**src/rtl/mem_access_unit_pkg.sv**
```systemverilog
// Shared definitions for the MEM-stage load/store front end:
// funct3 codes, FSM state encoding and size/mask helpers.
package mem_access_unit_pkg;

    localparam logic [2:0] F3_LB  = 3'd0;
    localparam logic [2:0] F3_LH  = 3'd1;
    localparam logic [2:0] F3_LW  = 3'd2;
    localparam logic [2:0] F3_LD  = 3'd3;
    localparam logic [2:0] F3_LBU = 3'd4;
    localparam logic [2:0] F3_LHU = 3'd5;
    localparam logic [2:0] F3_LWU = 3'd6;
    localparam logic [2:0] F3_SB  = 3'd0;
    localparam logic [2:0] F3_SH  = 3'd1;
    localparam logic [2:0] F3_SW  = 3'd2;
    localparam logic [2:0] F3_SD  = 3'd3;

    typedef enum logic [1:0] {
        ST_IDLE = 2'd0,
        ST_REQ  = 2'd1,
        ST_CLR  = 2'd2
    } state_t;

    // Byte count minus one for the access size in funct3[1:0].
    function automatic logic [2:0] f3_bytes(input logic [1:0] sz);
        logic [3:0] n;
        n = (4'd1 << sz) - 4'd1;
        return n[2:0];
    endfunction

    // Zero every store byte above the access size.
    function automatic logic [63:0] store_mask(input logic [1:0] sz,
                                               input logic [63:0] d);
        logic [63:0] r;
        unique case (sz)
            2'd0:    r = {56'd0, d[7:0]};
            2'd1:    r = {48'd0, d[15:0]};
            2'd2:    r = {32'd0, d[31:0]};
            default: r = d;
        endcase
        return r;
    endfunction

endpackage

```
**src/rtl/mem_access_unit_load_ext.sv**
```systemverilog
// Load data extension: sign/zero extends raw cache data per funct3.
// Ports: funct3 (load type), raw (cache data), ext (extended result).
module mem_load_ext
    import mem_access_unit_pkg::*;
(
    input  logic [2:0]  funct3,
    input  logic [63:0] raw,
    output logic [63:0] ext
);

    always_comb begin
        ext = raw;
        unique case (funct3)
            F3_LB:   ext = {{56{raw[7]}}, raw[7:0]};
            F3_LH:   ext = {{48{raw[15]}}, raw[15:0]};
            F3_LW:   ext = {{32{raw[31]}}, raw[31:0]};
            F3_LBU:  ext = {56'd0, raw[7:0]};
            F3_LHU:  ext = {48'd0, raw[15:0]};
            F3_LWU:  ext = {32'd0, raw[31:0]};
            default: ext = raw;
        endcase
    end

endmodule

```
**src/rtl/mem_access_unit.sv**
```systemverilog
// MEM-stage load/store front end driving a four-phase req/ack cache core.
// Ports: clk/rst; i_start/i_ren/i_wen/i_funct3/i_addr/i_wdata request;
// o_ready/o_busy/o_done/o_rdata status; o_cache_core_* and i_cache_core_*
// form the cache core handshake.
module mem_access_unit
    import mem_access_unit_pkg::*;
(
    input  logic        clk,
    input  logic        rst,
    input  logic        i_start,
    input  logic        i_ren,
    input  logic        i_wen,
    input  logic [2:0]  i_funct3,
    input  logic [63:0] i_addr,
    input  logic [63:0] i_wdata,
    output logic        o_ready,
    output logic        o_busy,
    output logic        o_done,
    output logic [63:0] o_rdata,
    output logic [63:0] o_cache_core_addr,
    output logic [63:0] o_cache_core_wdata,
    output logic [2:0]  o_cache_core_bytes,
    output logic        o_cache_core_op,
    output logic        o_cache_core_req,
    input  logic [63:0] i_cache_core_rdata,
    input  logic        i_cache_core_ack
);

    state_t      state;
    state_t      state_nx;
    logic [2:0]  f3_q;
    logic [63:0] ext_data;
    logic [63:0] loads_done;
    logic [63:0] stores_done;
    logic        mem_op;
    logic        accept;
    logic        noop;
    logic        hit;

    assign mem_op = i_ren | i_wen;
    assign accept = i_start & o_ready & mem_op;
    assign noop   = i_start & o_ready & ~mem_op;
    assign hit    = (state == ST_REQ) & i_cache_core_ack;

    mem_load_ext u_ext (
        .funct3 (f3_q),
        .raw    (i_cache_core_rdata),
        .ext    (ext_data)
    );

    always_comb begin
        state_nx         = state;
        o_cache_core_req = 1'b0;
        o_ready          = 1'b0;
        // Busy drops in the done cycle so the pipeline can advance
        // while the cache core is still releasing ack.
        o_busy           = i_start & mem_op;
        unique case (state)
            ST_IDLE: begin
                o_ready = ~i_cache_core_ack;
                if (accept) state_nx = ST_REQ;
            end
            ST_REQ: begin
                o_cache_core_req = 1'b1;
                o_busy           = 1'b1;
                if (i_cache_core_ack) state_nx = ST_CLR;
            end
            ST_CLR: begin
                if (!i_cache_core_ack) state_nx = ST_IDLE;
            end
            default: state_nx = ST_IDLE;
        endcase
    end

    always_ff @(posedge clk) begin
        if (rst) begin
            state              <= ST_IDLE;
            o_done             <= 1'b0;
            o_rdata            <= '0;
            o_cache_core_addr  <= '0;
            o_cache_core_wdata <= '0;
            o_cache_core_bytes <= '0;
            o_cache_core_op    <= 1'b0;
            f3_q               <= '0;
            loads_done         <= '0;
            stores_done        <= '0;
        end else begin
            state  <= state_nx;
            o_done <= hit | noop;
            if (accept) begin
                o_cache_core_addr  <= i_addr;
                o_cache_core_op    <= i_wen;
                o_cache_core_bytes <= f3_bytes(i_funct3[1:0]);
                o_cache_core_wdata <= store_mask(i_funct3[1:0], i_wdata);
                f3_q               <= i_funct3;
            end
            if (hit && !o_cache_core_op) o_rdata <= ext_data;
            if (hit) begin
                if (o_cache_core_op) stores_done <= stores_done + 64'd1;
                else                 loads_done  <= loads_done + 64'd1;
            end
        end
    end

endmodule

```
**config.mk**
```make
export PLATFORM = sky130hd
export DESIGN_NAME = mem_access_unit
export DESIGN_NICKNAME = d
export VERILOG_FILES = /design/src/rtl/mem_access_unit_pkg.sv /design/src/rtl/mem_access_unit_load_ext.sv /design/src/rtl/mem_access_unit.sv
export SDC_FILE = /design/constraint.sdc
export NUM_CORES = 1
export LEC_CHECK = 0
export ABC_AREA = 0
export CAP_MARGIN = 10
export CORE_AREA = 3 3 153 155
export DETAILED_ROUTE_END_ITERATION = 8
export DIE_AREA = 0 0 156 158
export PLACE_DENSITY = 0.76
export REMOVE_ABC_BUFFERS = 1
export SLEW_MARGIN = 10
export SYNTH_ARGS = -nofsm -noshare
export SYNTH_HDL_FRONTEND = slang
export SYNTH_SLANG_ARGS = --single-unit
```
**constraint.sdc**
```tcl
create_clock -name clk -period 2.45 [get_ports clk]
set_clock_uncertainty 0.15 [all_clocks]
set_input_delay 0.6125 -clock clk [delete_from_list [all_inputs] [get_ports clk]]
set_output_delay 0.6125 -clock clk [all_outputs]
set_load 0.1 [all_outputs]
```
# After elaboration in Yosys (flattened, before gate mapping)
# Index checks and enable logic that the tools add are counted.
# classes
addsub,1
multipliers,0
div,0
order_cmp,0
n_eq_ne,12
shift,1
mux,9
n_bitwise,9
reduce_logical,6
# ops
cell,count
64-bit one-hot mux with 6 select lines,1
64-bit one-hot mux with 3 select lines,1
"3-bit == test, second input constant",3
2-bit 2-to-1 mux,3
"2-bit != test, second input constant",3
2-bit one-hot mux with 3 select lines,1
1-bit bitwise AND,5
"2-bit by 1-bit == test with 1-bit output, second input constant",2
"2-bit == test, second input constant",2
2-bit logical NOT,2
"3-bit by 1-bit == test with 1-bit output, second input constant",1
"3-bit by 2-bit == test with 1-bit output, second input constant",1
3-bit logical NOT,1
1-bit 2-to-1 mux,3
3-bit AND reduction,1
"1-bit by 2-bit << shifter with 3-bit output, first input constant",1
"3-bit by 1-bit subtractor with 3-bit output, second input constant",1
1-bit NOT,2
1-bit OR,2
1-bit logical AND,1
1-bit logical NOT,1
# totals
ff_bits,202
latch_bits,0
mem_bits_rw,0
rom_bits,0
input_bits,201
out_inout_bits,200
wordCells,46
n_memories,0

# Longest topological paths before layout
# depth
depth_word,6
ltp_mapped,9
ltp_nobuf,4

# Cells and area by module
# A second synthesis with hierarchy kept.
# hier_totals
hier_cells,1063
hier_area_um2,8519.4
# modules_own_cells
module,n_inst,cells_each,area_each_um2,seq_area_each_um2
mem_access_unit,1,913,7564.8,4043.9
mem_load_ext,1,150,954.7,0.0

# Least setup slack after synthesis
# OpenSTA, ideal clock, no wires.
# synth_timing
path_type,register to output
start,register state[0]
end,output o_busy
arrival_time_ns,2.583
required_ns,1.688
slack_ns,-0.895
stages_incl_launch_ff,3
path_buffers,0
path_cell_list,dfxtp_1 inv_1 o21ai_0
# synth_via
elab_chain_len,2
# synth_lines
element,line,source
from (decl),mem_access_unit.sv:29,state_t state;
from (signal assigned),mem_access_unit.sv:88,state <= state_nx;
2-bit by 1-bit == test with 1-bit output,mem_access_unit.sv:58,unique case (state)
1-bit 2-to-1 mux,mem_access_unit.sv:58,
to (decl),mem_access_unit.sv:17,"output logic o_busy,"
# Every way passes these cells.

# Worst setup path in the final report
# layout_timing
start,input i_start
end,output o_busy
# layout_via
elab_chain_len,2
# layout_lines
element,line,source
from (decl),mem_access_unit.sv:10,"input logic i_start,"
1-bit bitwise AND,mem_access_unit.sv:57,o_busy = i_start & mem_op;
1-bit 2-to-1 mux,mem_access_unit.sv:58,
# Every way passes these cells.

==> run summary <==
The flow ran to the end, and the final reports show no timing, DRC or antenna violations. Summing every instance area after synthesis gives 0.00782 sq mm. Total count of max-transition violations in the final report: 0. The number of enable flip-flop cells after synthesis came out at 0.

Commonest non-fill, non-tap cell in the layout: buf_4. Tracing the worst setup path back leads to its startpoint at i_start. Entering global routing, the biggest net connects 82 pins. For the pin with the worst max-slew slack, the measured transition is 0.488 ns.

The worst hold-check slack was 0.279 ns. The root buffer cell chosen for the clock tree is clkbuf_16. The number of iterations in the first detailed-routing pass was 5; the final sum of negative setup slack was 0 ns. The tree built by TritonCTS fans out to 202 sinks. TritonCTS built the clock tree. The final worst-path cycle share was 0.975; the worst endpoint required time was 1.69 ns. The worst-case IR drop observed on VDD is 0.000460 V.

The width of the chip works out to 156 um. Post-detailed-placement half-perimeter wirelength: 20300 um. During I/O placement, the number of pins put on the boundary was 401. The kind of path behind the tightest hold check was in2reg. For this block, the via count after detailed routing is 8574. Critical path's slowest cell: clkdlybuf4s50_1.

The worst register-to-register path begins at state[1]. Across all setup checks in the final design, the least slack found is 0.0618 ns. Dividing the synthesized area by the synthesized cell count gives 8.34 sq um. The run gives 1.63 ns as the data arrival time of the worst path. Setup violations remaining at the end of the flow were counted as 0. The maximum net fanout on the critical path was 2. STA classifies the critical path endpoint as an output pin. Leaving out fill and tap cells, the most frequent cells in the layout are buf_4 (228), dfxtp_1 (201), clkdlybuf4s50_1 (198). Counting every instance in the synthesized netlist gives 937.

For this run, the number of Yosys warnings is 0. For this design the static power due to leakage is 0.00475 uW. The residual antenna-violating net count after detailed routing is 0. In the final routed layout, each cell accounts on average for 18.7 um. The run gives 0.517 as the register area share after synthesis.

On the worst path, the slowest cell contributes a delay of 0.55 ns. The residual overflow from global routing is 0, and the area taken by flip-flops and latches is 0.00405 sq mm. The number of antenna violations at the first check in global routing is 1, and the count of buffer and inverter cells on the critical path is 2. The number of endpoints with negative hold slack in the final report came out at 0. Setup repair after global routing left no endpoint under its margin. For the number of H-tree branching levels, the log shows 1. Max-cap violations in this run came to 0.

The maximum frequency from static timing analysis was 419 MHz; the share of final-layout standard cells stronger than drive strength 1 was 0.223. Yosys attributes the largest share of cell area to dfxtp_1 (52%), a21oi_1 (10%), o21ai_0 (9.1%). The DRC marker count from the first detailed-route iteration was 681. In this run the most critical hold path is launched from rst. The number of different library cells used by synthesis comes to 33. Clock-pin slew was measured on the worst setup and hold paths at 0.06 ns. For the area of combinational cells with multiple inputs, the log shows 0.00327 sq mm. The proportion of register bits with asynchronous set or reset after synthesis is 0, and the count of nets after finishing is 1497. During placement, the flow inserted port buffers numbering 400. For the number of global-route vias before repair, the log shows 8098. The logs give 0 for the number of buffers added to fix hold violations after cts and 0.0246 sq mm for the overall die area. Routability-driven placement finished with a final weighted congestion of 0.842. The proportion of netlist area held by the largest area contributor is 0.517, and the worst setup slack before clock tree synthesis is -0.0653 ns. The number of vias per cell after detailed routing came out at 5.38. Synthesis inferred 202 register bits. Clock latency on the worst-skew pair, taken at its later pin, is 0.51 ns. The largest area contributor in the netlist was dfxtp_1. The first global-routing pass estimated 45000 um of wire. The initial cell density of the core is 0.356, and the count of standard-cell rows is 54.

The routed design could run at a clock period as short as 2.39 ns. The area of the core is 0.0220 sq mm. The total power after layout came out at 9140 uW. Traced cell by cell, the critical path runs through clkdlybuf4s50_1 > o21ai_4 > o21ai_1 > buf_12. The power per cell area came out at 726 mW/mm^2.

After filler insertion, the fill cell instance count of the layout stands at 1912. In this run the vertical extent of the chip is 158 um. Broken down by cell family, the worst path's largest delay share belongs to buffers and inverters. The number of placed instances, taps included, is 1550.

After detailed routing, the number of remaining DRC violations is 0. Classification of the worst setup path: in2out. For the post-route non-filler standard cell count, the log shows 1594. The critical path launch point type is an input pin. In this run, CTS created clock tree buffers numbering 23.

Dominant synthesized flop cell: dfxtp_1. For this block, the routed nets add up to 29900 um of wire. The logs give 0.223 for the total track usage and 0.674 for the max-slew headroom at the worst pin.

The area growth from synthesis to layout is 60.9%. Buffer depth of the longest clock path: 3.
## report_power, final
group / total [uW] / switching (uW) / internal, uW
clock network: 3710 / 1430 / 2280
registers: 3460 / 64.5 / 3400
logic: 1970 / 1340 / 627
total: 9140 / 2830 / 6310
## cells in the mapped netlist, types with 2 or more instances
master	instances
nand4bb_1	2
and2_1	2
nor3_1	5
or3_1	2
buf_4	5
nand4_1	56
dfxtp_1	202
o21ai_0	142
clkbuf_1	83
mux2i_1	2
buf_2	7
a21oi_1	159
buf_6	7
nand2_1	49
nand3_1	77
o21a_1	2
buf_1	9
nor2_1	58
a211oi_1	54
## layer usage
metal / GRT usage / wire length, um
met1: 0.284 / 11900
met2: 0.366 / 14500
met3: 0.0487 / 2270
met4: 0.0950 / 1270
met5: 0 / 0
## area by class of cell
type | count | share of cell area
Antenna cell | 1 | 0.000199
Clock buffer | 30 | 0.0510
Multi-Input combinational cell | 621 | 0.260
Sequential cell | 202 | 0.322
Timing Repair Buffer | 446 | 0.324
Inverter | 2 | 0.00119
Tap cell | 280 | 0.0278
Clock inverter | 12 | 0.0141
## worst register-to-register path, stage by stage, from the launching register on
cell	delay, ns
dfxtp_2	0.36
or3_4	0.44
inv_8	0.10
buf_4	0.15
buf_4	0.13
buf_4	0.22
nand4_1	0.14
a21oi_1	0.18
## path summary, 6_finish.rpt
| kind | endpoint | slack (ns) | depth (start not counted) |
|---|---|---|---|
| min | o_cache_core_wdata[56] | 0.28 | 2 |
| max | o_busy | 0.06 | 4 |
| min reg2reg | o_rdata[4] | 0.31 | 2 |
| max reg2reg | o_cache_core_wdata[31] | 0.50 | 7 |
## cells by family after synthesis
group                  Yosys count  share of synthesized area
multiplexers                     2                    0.00256
XOR/XNOR                         1                    0.00112
buffers and inverters          114                     0.0671
AND/OR/NAND/NOR                256                      0.160
AO/OA/AOI/OAI                  362                      0.252
flip-flops                     202                      0.517
## per-stage QoR
stage / utilization / cell area, sq um
4_1_cts: 0.573 / 12600
6_report: 0.573 / 12600
3_3_place_gp: 0.535 / 11700
5_1_grt: 0.573 / 12600
2_1_floorplan: - / 7310
3_5_place_dp: 0.535 / 11700
## registers in the layout, summed over array words and instances (netlist names)
register	cells
o_cache_core_addr	64
o_cache_core_wdata	64
o_rdata	64
f3_q	3
o_cache_core_bytes	3
state	2
o_cache_core_op	1
o_done	1
## timing repair
item	in CTS	in global routing
buffers inserted	1	0
pin swaps	1	0
endpoints found under the setup margin	1	2
resized for setup	2	2
Power figures use the tool's default switching activity.
